## config.mk

```make
export PLATFORM = sky130hd
export DESIGN_NAME = uart_rx_parity
export DESIGN_NICKNAME = d
export VERILOG_FILES = /design/src/rtl/uart_rx_parity.sv
export SDC_FILE = /design/constraint.sdc
export NUM_CORES = 1
export LEC_CHECK = 0
export BUFFER_PORTS_ARGS = -buffer_cell sky130_fd_sc_hd__clkbuf_2
export CORE_MARGIN = 2
export CORE_UTILIZATION = 60
export CTS_CLUSTER_DIAMETER = 120
export DETAILED_ROUTE_END_ITERATION = 8
export GPL_TIMING_DRIVEN = 0
export HOLD_SLACK_MARGIN = 0.12
export PLACE_DENSITY = 0.79
export SYNTH_ARGS = -nofsm -noshare
export SYNTH_HDL_FRONTEND = slang
export SYNTH_SLANG_ARGS = --single-unit
```

## constraint.sdc

```tcl
create_clock -name clk -period 4.53 [get_ports clk]
set_input_delay 0.453 -clock clk [delete_from_list [all_inputs] [get_ports clk]]
set_output_delay 0.453 -clock clk [all_outputs]
set_load 0.005 [all_outputs]
```

## src/rtl/uart_rx_parity.sv

```systemverilog
// UART receiver: start, 8 data bits LSB first, even parity, stop; mid-bit sampling.
// Delivers each byte with a one-cycle rx_valid strobe plus parity and framing status.
module uart_rx_parity #(
  parameter int CLKS_PER_BIT = 4167,
  parameter int HALF_BIT     = CLKS_PER_BIT / 2,
  parameter int SYNC_STAGES  = 2
) (
  input  logic       clk,
  input  logic       n_rst,
  input  logic       rx_line,
  output logic [7:0] data,
  output logic       rx_valid,
  output logic       parity_err,
  output logic       frame_err,
  output logic       busy
);

  localparam int CW = $clog2(CLKS_PER_BIT);
  localparam logic [CW-1:0] FULL_LD = CW'(CLKS_PER_BIT - 1);
  localparam logic [CW-1:0] HALF_LD = CW'(HALF_BIT - 1);

  typedef enum logic [2:0] {
    S_IDLE,
    S_START,
    S_DATA,
    S_PARITY,
    S_STOP
  } state_t;

  state_t state_q, state_d;

  logic [SYNC_STAGES-1:0] sync_q;
  logic                   prev_q;
  logic                   rxs;
  logic                   fall;
  logic [CW-1:0]          baud_cnt;
  logic [3:0]             bit_cnt;
  logic [7:0]             shift_q;
  logic                   par_bit;
  logic                   tick;

  logic          cnt_load;
  logic [CW-1:0] cnt_ld_val;
  logic          shift_en;
  logic          bit_clr;
  logic          bit_inc;
  logic          par_en;
  logic          done;

  assign rxs  = sync_q[SYNC_STAGES-1];
  assign fall = prev_q & ~rxs;
  // Down-counter loaded with N-1 so the tick lands exactly N cycles after the load.
  assign tick = (baud_cnt == '0);
  assign busy = (state_q != S_IDLE);

  always_ff @(posedge clk or negedge n_rst) begin
    if (!n_rst) begin
      sync_q <= '1;
      prev_q <= 1'b1;
    end else begin
      sync_q <= {sync_q[SYNC_STAGES-2:0], rx_line};
      prev_q <= rxs;
    end
  end

  always_ff @(posedge clk or negedge n_rst) begin
    if (!n_rst) state_q <= S_IDLE;
    else        state_q <= state_d;
  end

  always_comb begin
    state_d    = state_q;
    cnt_load   = 1'b0;
    cnt_ld_val = FULL_LD;
    shift_en   = 1'b0;
    bit_clr    = 1'b0;
    bit_inc    = 1'b0;
    par_en     = 1'b0;
    done       = 1'b0;
    case (state_q)
      S_IDLE: begin
        if (fall) begin
          state_d    = S_START;
          cnt_load   = 1'b1;
          cnt_ld_val = HALF_LD;
        end
      end
      S_START: begin
        if (tick) begin
          cnt_load = 1'b1;
          if (!rxs) begin
            state_d = S_DATA;
            bit_clr = 1'b1;
          end else begin
            state_d = S_IDLE;
          end
        end
      end
      S_DATA: begin
        if (tick) begin
          shift_en = 1'b1;
          cnt_load = 1'b1;
          if (bit_cnt == 4'd7) state_d = S_PARITY;
          else                 bit_inc = 1'b1;
        end
      end
      S_PARITY: begin
        if (tick) begin
          par_en   = 1'b1;
          cnt_load = 1'b1;
          state_d  = S_STOP;
        end
      end
      S_STOP: begin
        if (tick) begin
          done     = 1'b1;
          cnt_load = 1'b1;
          state_d  = S_IDLE;
        end
      end
      default: state_d = S_IDLE;
    endcase
  end

  always_ff @(posedge clk or negedge n_rst) begin
    if (!n_rst) begin
      baud_cnt   <= '0;
      bit_cnt    <= '0;
      shift_q    <= '0;
      par_bit    <= 1'b0;
      data       <= '0;
      parity_err <= 1'b0;
      frame_err  <= 1'b0;
      rx_valid   <= 1'b0;
    end else begin
      if (cnt_load)           baud_cnt <= cnt_ld_val;
      else if (baud_cnt != '0) baud_cnt <= baud_cnt - 1'b1;

      if (bit_clr)      bit_cnt <= '0;
      else if (bit_inc) bit_cnt <= bit_cnt + 4'd1;

      if (shift_en) shift_q <= {rxs, shift_q[7:1]};
      if (par_en)   par_bit <= rxs;

      rx_valid <= done;
      if (done) begin
        data       <= shift_q;
        parity_err <= (^shift_q) ^ par_bit;
        frame_err  <= ~rxs;
      end
    end
  end

endmodule

```

Word level (Yosys, flattened, before mapping)
Index checks and enable logic that the tools add are counted.
Cells by class
  multiplexer cells: 26
  eq/ne operators: 11
  add/subtract/negate cells: 2
  bitwise operators: 3
  reductions and logical operators: 9
Operator list (number)
  2-to-1 mux 13 bit: 4
  2-to-1 mux 3 bit: 6
  one-hot mux 3 bit (5 select lines): 1
  zero test 13 bit: 1
  nonzero test 13 bit: 1
  subtractor 13 x 1 -> 13 bit, second input constant: 1
  inequality test 2 bit, second input constant: 6
  2-to-1 mux 1 bit: 11
  2-to-1 mux 4 bit: 2
  XOR reduction 8 bit: 1
  == test 3 x 2 -> 1 bit, second input constant: 2
  AND reduction 6 bit: 1
  adder 4 x 1 -> 4 bit, second input constant: 1
  == test 4 x 3 -> 1 bit, second input constant: 1
  nonzero test 2 bit: 2
  OR reduction 4 bit: 1
  == test 3 x 1 -> 1 bit, second input constant: 1
  == test 3 bit, second input constant: 1
  zero test 3 bit: 1
  nonzero test 3 bit: 1
  2-to-1 mux 2 bit: 1
  one-hot mux 1 bit (2 select lines): 1
  AND 1 bit: 1
  NOT 1 bit: 1
  bitwise XOR 1 bit: 1
Word-level totals
  logic and storage cells: 62
  flip-flop bits (word level): 43

Longest topological paths before layout
  depth after elaboration: 6
  mapped depth: 8
  depth with buffers taken out: 6

Worst setup path before layout
No wires, ideal clock.
  path type: register to register
  start: register baud_cnt[0]
  end: register bit_cnt[0]
  cell stages (with the launch flop): 8
  path buffers: 1
  slack: 2.142 ns
  arrival: 2.310 ns
  data required time: 4.452 ns
  cells stage by stage: dfrtp_1 inv_1 ha_1 or4b_4 or4b_4 buf_6 or4b_1 a21boi_1
Between the ends
  cells in the longest elaborated chain, start to end: 4
RTL lines
  start: declaration: RTL line 36  | logic [CW-1:0] baud_cnt;
  start signal: assignment: RTL line 136  | if (cnt_load) baud_cnt <= cnt_ld_val;
  start signal: assignment: RTL line 137  | else if (baud_cnt != '0) baud_cnt <= baud_cnt - 1'b1;
  zero test 13 bit (*): RTL line 53  | assign tick = (baud_cnt == '0);
  2-to-1 mux 1 bit, on equally long branches: RTL line 89, 100
  2-to-1 mux 1 bit: RTL line 80  | case (state_q)
  2-to-1 mux 4 bit or nonzero test 2 bit (tied branches)
  end signal: assignment: RTL line 140  | else if (bit_inc) bit_cnt <= bit_cnt + 4'd1;
  end: declaration: RTL line 37  | logic [3:0] bit_cnt;
Mark *: on every way between the ends. The rest lies on a longest branch, timed or not.
A chain may end at the register's enable or synchronous reset.

Worst setup path in the final report
  start: register baud_cnt[0]
  end: register bit_cnt[1]
The elaborated chain is that of the path after synthesis.

==> impl_metrics.json <==
{
  "clk_transition_reported_paths_ns": 0.13,
  "number_of_synthesized_flops_with_an_enable_pin": 0,
  "synthesis.area_per_instance_sq_um": 11.8,
  "hp_class": "in -> reg",
  "setup.worst_path.class": "reg -> reg",
  "setup_viol_count_final": 0,
  "timing_hold_violations_final": 0,
  "hold_start": "rx_line",
  "postCtsSetupRepairBufs": 0,
  "critical_path.reg2reg.startpoint": "baud_cnt[0]",
  "cts_made_buffers": 5,
  "via_per_inst": 5.91,
  "worst_slew_pin_slew_ns": 1.02,
  "final_standard_cell_count_with_taps_included_and_fillers_excluded": 242,
  "drc": 0,
  "ys_warn_count": 0,
  "path_cells": "inv_1, ha_1, or4b_4, nor4b_1, buf_2, buf_2, o21ai_0, a32o_1",
  "worst_hold_margin_ns": 0.169,
  "post_cts_resized": 0,
  "most_area_consuming_cells_after_synthesis": "dfrtp_1 (49%), mux2_2 (9.3%), dfstp_2 (3.8%), o21ai_0 (3.2%), xnor2_1 (2.6%)",
  "place_hpwl_microns": 2530,
  "cpMaxStageDelayCell": "nor4b_1",
  "drive_above_1_share_pct": 28.6,
  "grt_resource_usage_total_pct": 20.5,
  "area_growth_syn_to_layout_pct": 8.84,
  "cap_violations": 0,
  "drtIter0Drc": 111,
  "relSlewSlack_pct": 32.2,
  "n_antenna_cell": 0,
  "vias_in_the_first_global_route": 1395,
  "crit_path_max_incr_delay_ns": 0.52,
  "avgRoutedWirePerCell_microns": 14.6,
  "worst-endpoint-required_ns": 4.79,
  "synth_cells": 174,
  "power-per-cell-area_mw_per_mm2": 408,
  "setup_repair_after_global_routing_missed_its_margin": "no",
  "worst_path_arrival_time_ns": 2.99,
  "finalCritPeriodShare_pct": 60.2,
  "grt_pass1_wl_microns": 6300,
  "totalNegativeSetupSlack_ns": 0,
  "synth.net_count": 180,
  "globalplace.congestion": 0.864,
  "synth_largest_area_cell": "dfrtp_1",
  "run_status": "finished, final reports clean",
  "antenna_left": 0,
  "dieHeight_microns": 62.5,
  "chipWidth_microns": 62.5,
  "fp.coreArea_sq_mm": 0.00331,
  "synth.yosys.seq_area_share_pct": 52.6,
  "grt_start_max_net_pins": 44,
  "critPathMostFrequentCell": "buf_2",
  "rows": 21,
  "clock-root-buffer": "clkbuf_4",
  "clock_sink_count": 43,
  "die-area_sq_mm": 0.00390,
  "grt_overflow": 0,
  "final.fill_count": 268,
  "mostFrequentLayoutCells": "dfrtp_1 (40), mux2_2 (17), clkbuf_2 (14)",
  "ioPinCount": 15,
  "drt_first_pass_iters": 4,
  "detailroute.via_count": 1430,
  "finalCriticalPeriod_ns": 2.73,
  "clk_path_buf_depth": 2,
  "async_set_reset_flop_share_out_of_synthesis_pct": 100,
  "post-synth-top-area-fraction_pct": 48.8,
  "ctsHoldBuffers": 0,
  "crit_path_start": "baud_cnt[0]",
  "layout.cells.most_common": "dfrtp_1",
  "drt-total-wl_microns": 3540,
  "timing.critical_path.fanout_max": 10,
  "synth_cell_type_count": 48,
  "dp.cells": 234,
  "grt_antenna_before_repair": 0,
  "report.final.slew_viol_count": 0,
  "yosys_register_bits": 43,
  "max_freq_mhz": 367,
  "syn_area_sq_mm": 0.00205,
  "total_leakage_power_uw": 0.00108,
  "tritoncts": "built",
  "synth_top_flop_cell": "dfrtp_1",
  "numPortBuffers": 14,
  "cp-end-kind": "flop",
  "h-tree-depth": 2,
  "finalNetCount": 201,
  "floorplan.initialDensity_pct": 62.0,
  "max-vdd-ir-drop_uv": 202,
  "final.setup_skew_ns": 0.0230,
  "worst_skew_pair.late_latency_ns": 0.35,
  "startpoint_type": "flop"
}
stage by stage:
step	setup slack [ns]	area (sq um)	total power (uW)	util (%)
2_1_floorplan	2.14	2050	680	-
3_3_place_gp	1.85	2180	723	65.8
3_5_place_dp	1.85	2180	736	65.8
4_1_cts	1.82	2230	917	67.5
5_1_grt	1.57	2230	982	67.5
6_report	1.80	2230	912	67.5
layer usage:
metal	GRT usage, %	share of wire [%]
met1	26.4	45
met2	32.1	48
met3	5.95	3.7
met4	9.17	3.0
met5	0	0
path summary, 6_finish.rpt:
| path | slack [ns] | end | depth (start not counted) |
|---|---|---|---|
| worst max register to register | 1.80 | bit_cnt[1] | 8 |
| max in group asynchronous | 3.64 | rx_valid | 1 |
| worst min register to register | 0.37 | sync_q[1] | 0 |
| min in group asynchronous | 0.25 | state_q[0] | 1 |
| worst min-delay path | 0.17 | sync_q[0] | 1 |
| worst max-delay path | 1.80 | bit_cnt[1] | 8 |
area by class of cell:
type                            count  area, sq um  share of cell area [%]
Sequential cell                    43         1080                    48.3
Multi-Input combinational cell    122          928                    41.6
Timing Repair Buffer               14         70.1                    3.14
Tap cell                           46         57.6                    2.58
Clock buffer                        6         41.3                    1.85
Buffer                              6         32.5                    1.46
Clock inverter                      2         12.5                   0.560
Inverter                            3         11.3                   0.504
critical path, delay by kind of cell, from the launching register on:
kind | cells | cell delay [ns]
adder cells (fa/ha/maj) | 1 | 0.16
flip-flops | 1 | 0.46
AND/OR/NAND/NOR | 2 | 1.00
buffers and inverters | 3 | 0.69
AO/OA/AOI/OAI | 2 | 0.34
where the power goes:
| group | internal [uW] | switching (uW) | leakage (uW) |
|---|---|---|---|
| Clock | 60.0 | 120 | 0.0000282 |
| Combinational | 104 | 112 | 0.000486 |
| Sequential | 446 | 70.3 | 0.000562 |
| Total | 610 | 302 | 0.00108 |
sequential cells by signal, summed over array words and instances (netlist names):
name / count
baud_cnt: 13
data: 8
shift_q: 8
bit_cnt: 4
state_q: 3
sync_q: 2
frame_err: 1
par_bit: 1
parity_err: 1
prev_q: 1
rx_valid: 1
cells by family (layout without fill, tap and decap cells):
group / Yosys count / count (layout) / share of synthesized area (%)
muxes: 18 / 18 / 9.82
adders and majority gates: 3 / 3 / 1.83
and+or+nand+nor: 53 / 53 / 16.3
DFF: 43 / 43 / 52.6
AOI/OAI and AO/OA: 36 / 36 / 11.5
buffers and inverters: 9 / 31 / 2.13
xor gates and xnor gates: 12 / 12 / 5.79
Yosys cell counts (all sizes together), types with 3 or more instances:
cell / count
or3: 4
nor4b: 4
xnor2: 6
o31ai: 3
or4b: 4
mux2: 17
ha: 3
dfrtp: 40
o21ai: 14
buf: 3
xor2: 5
dfstp: 3
inv: 3
nand2: 10
a21oi: 6
nor3: 4
clkbuf: 3
nor2: 8
nand3: 4
No activity file was read; power rests on OpenSTA's default activity.
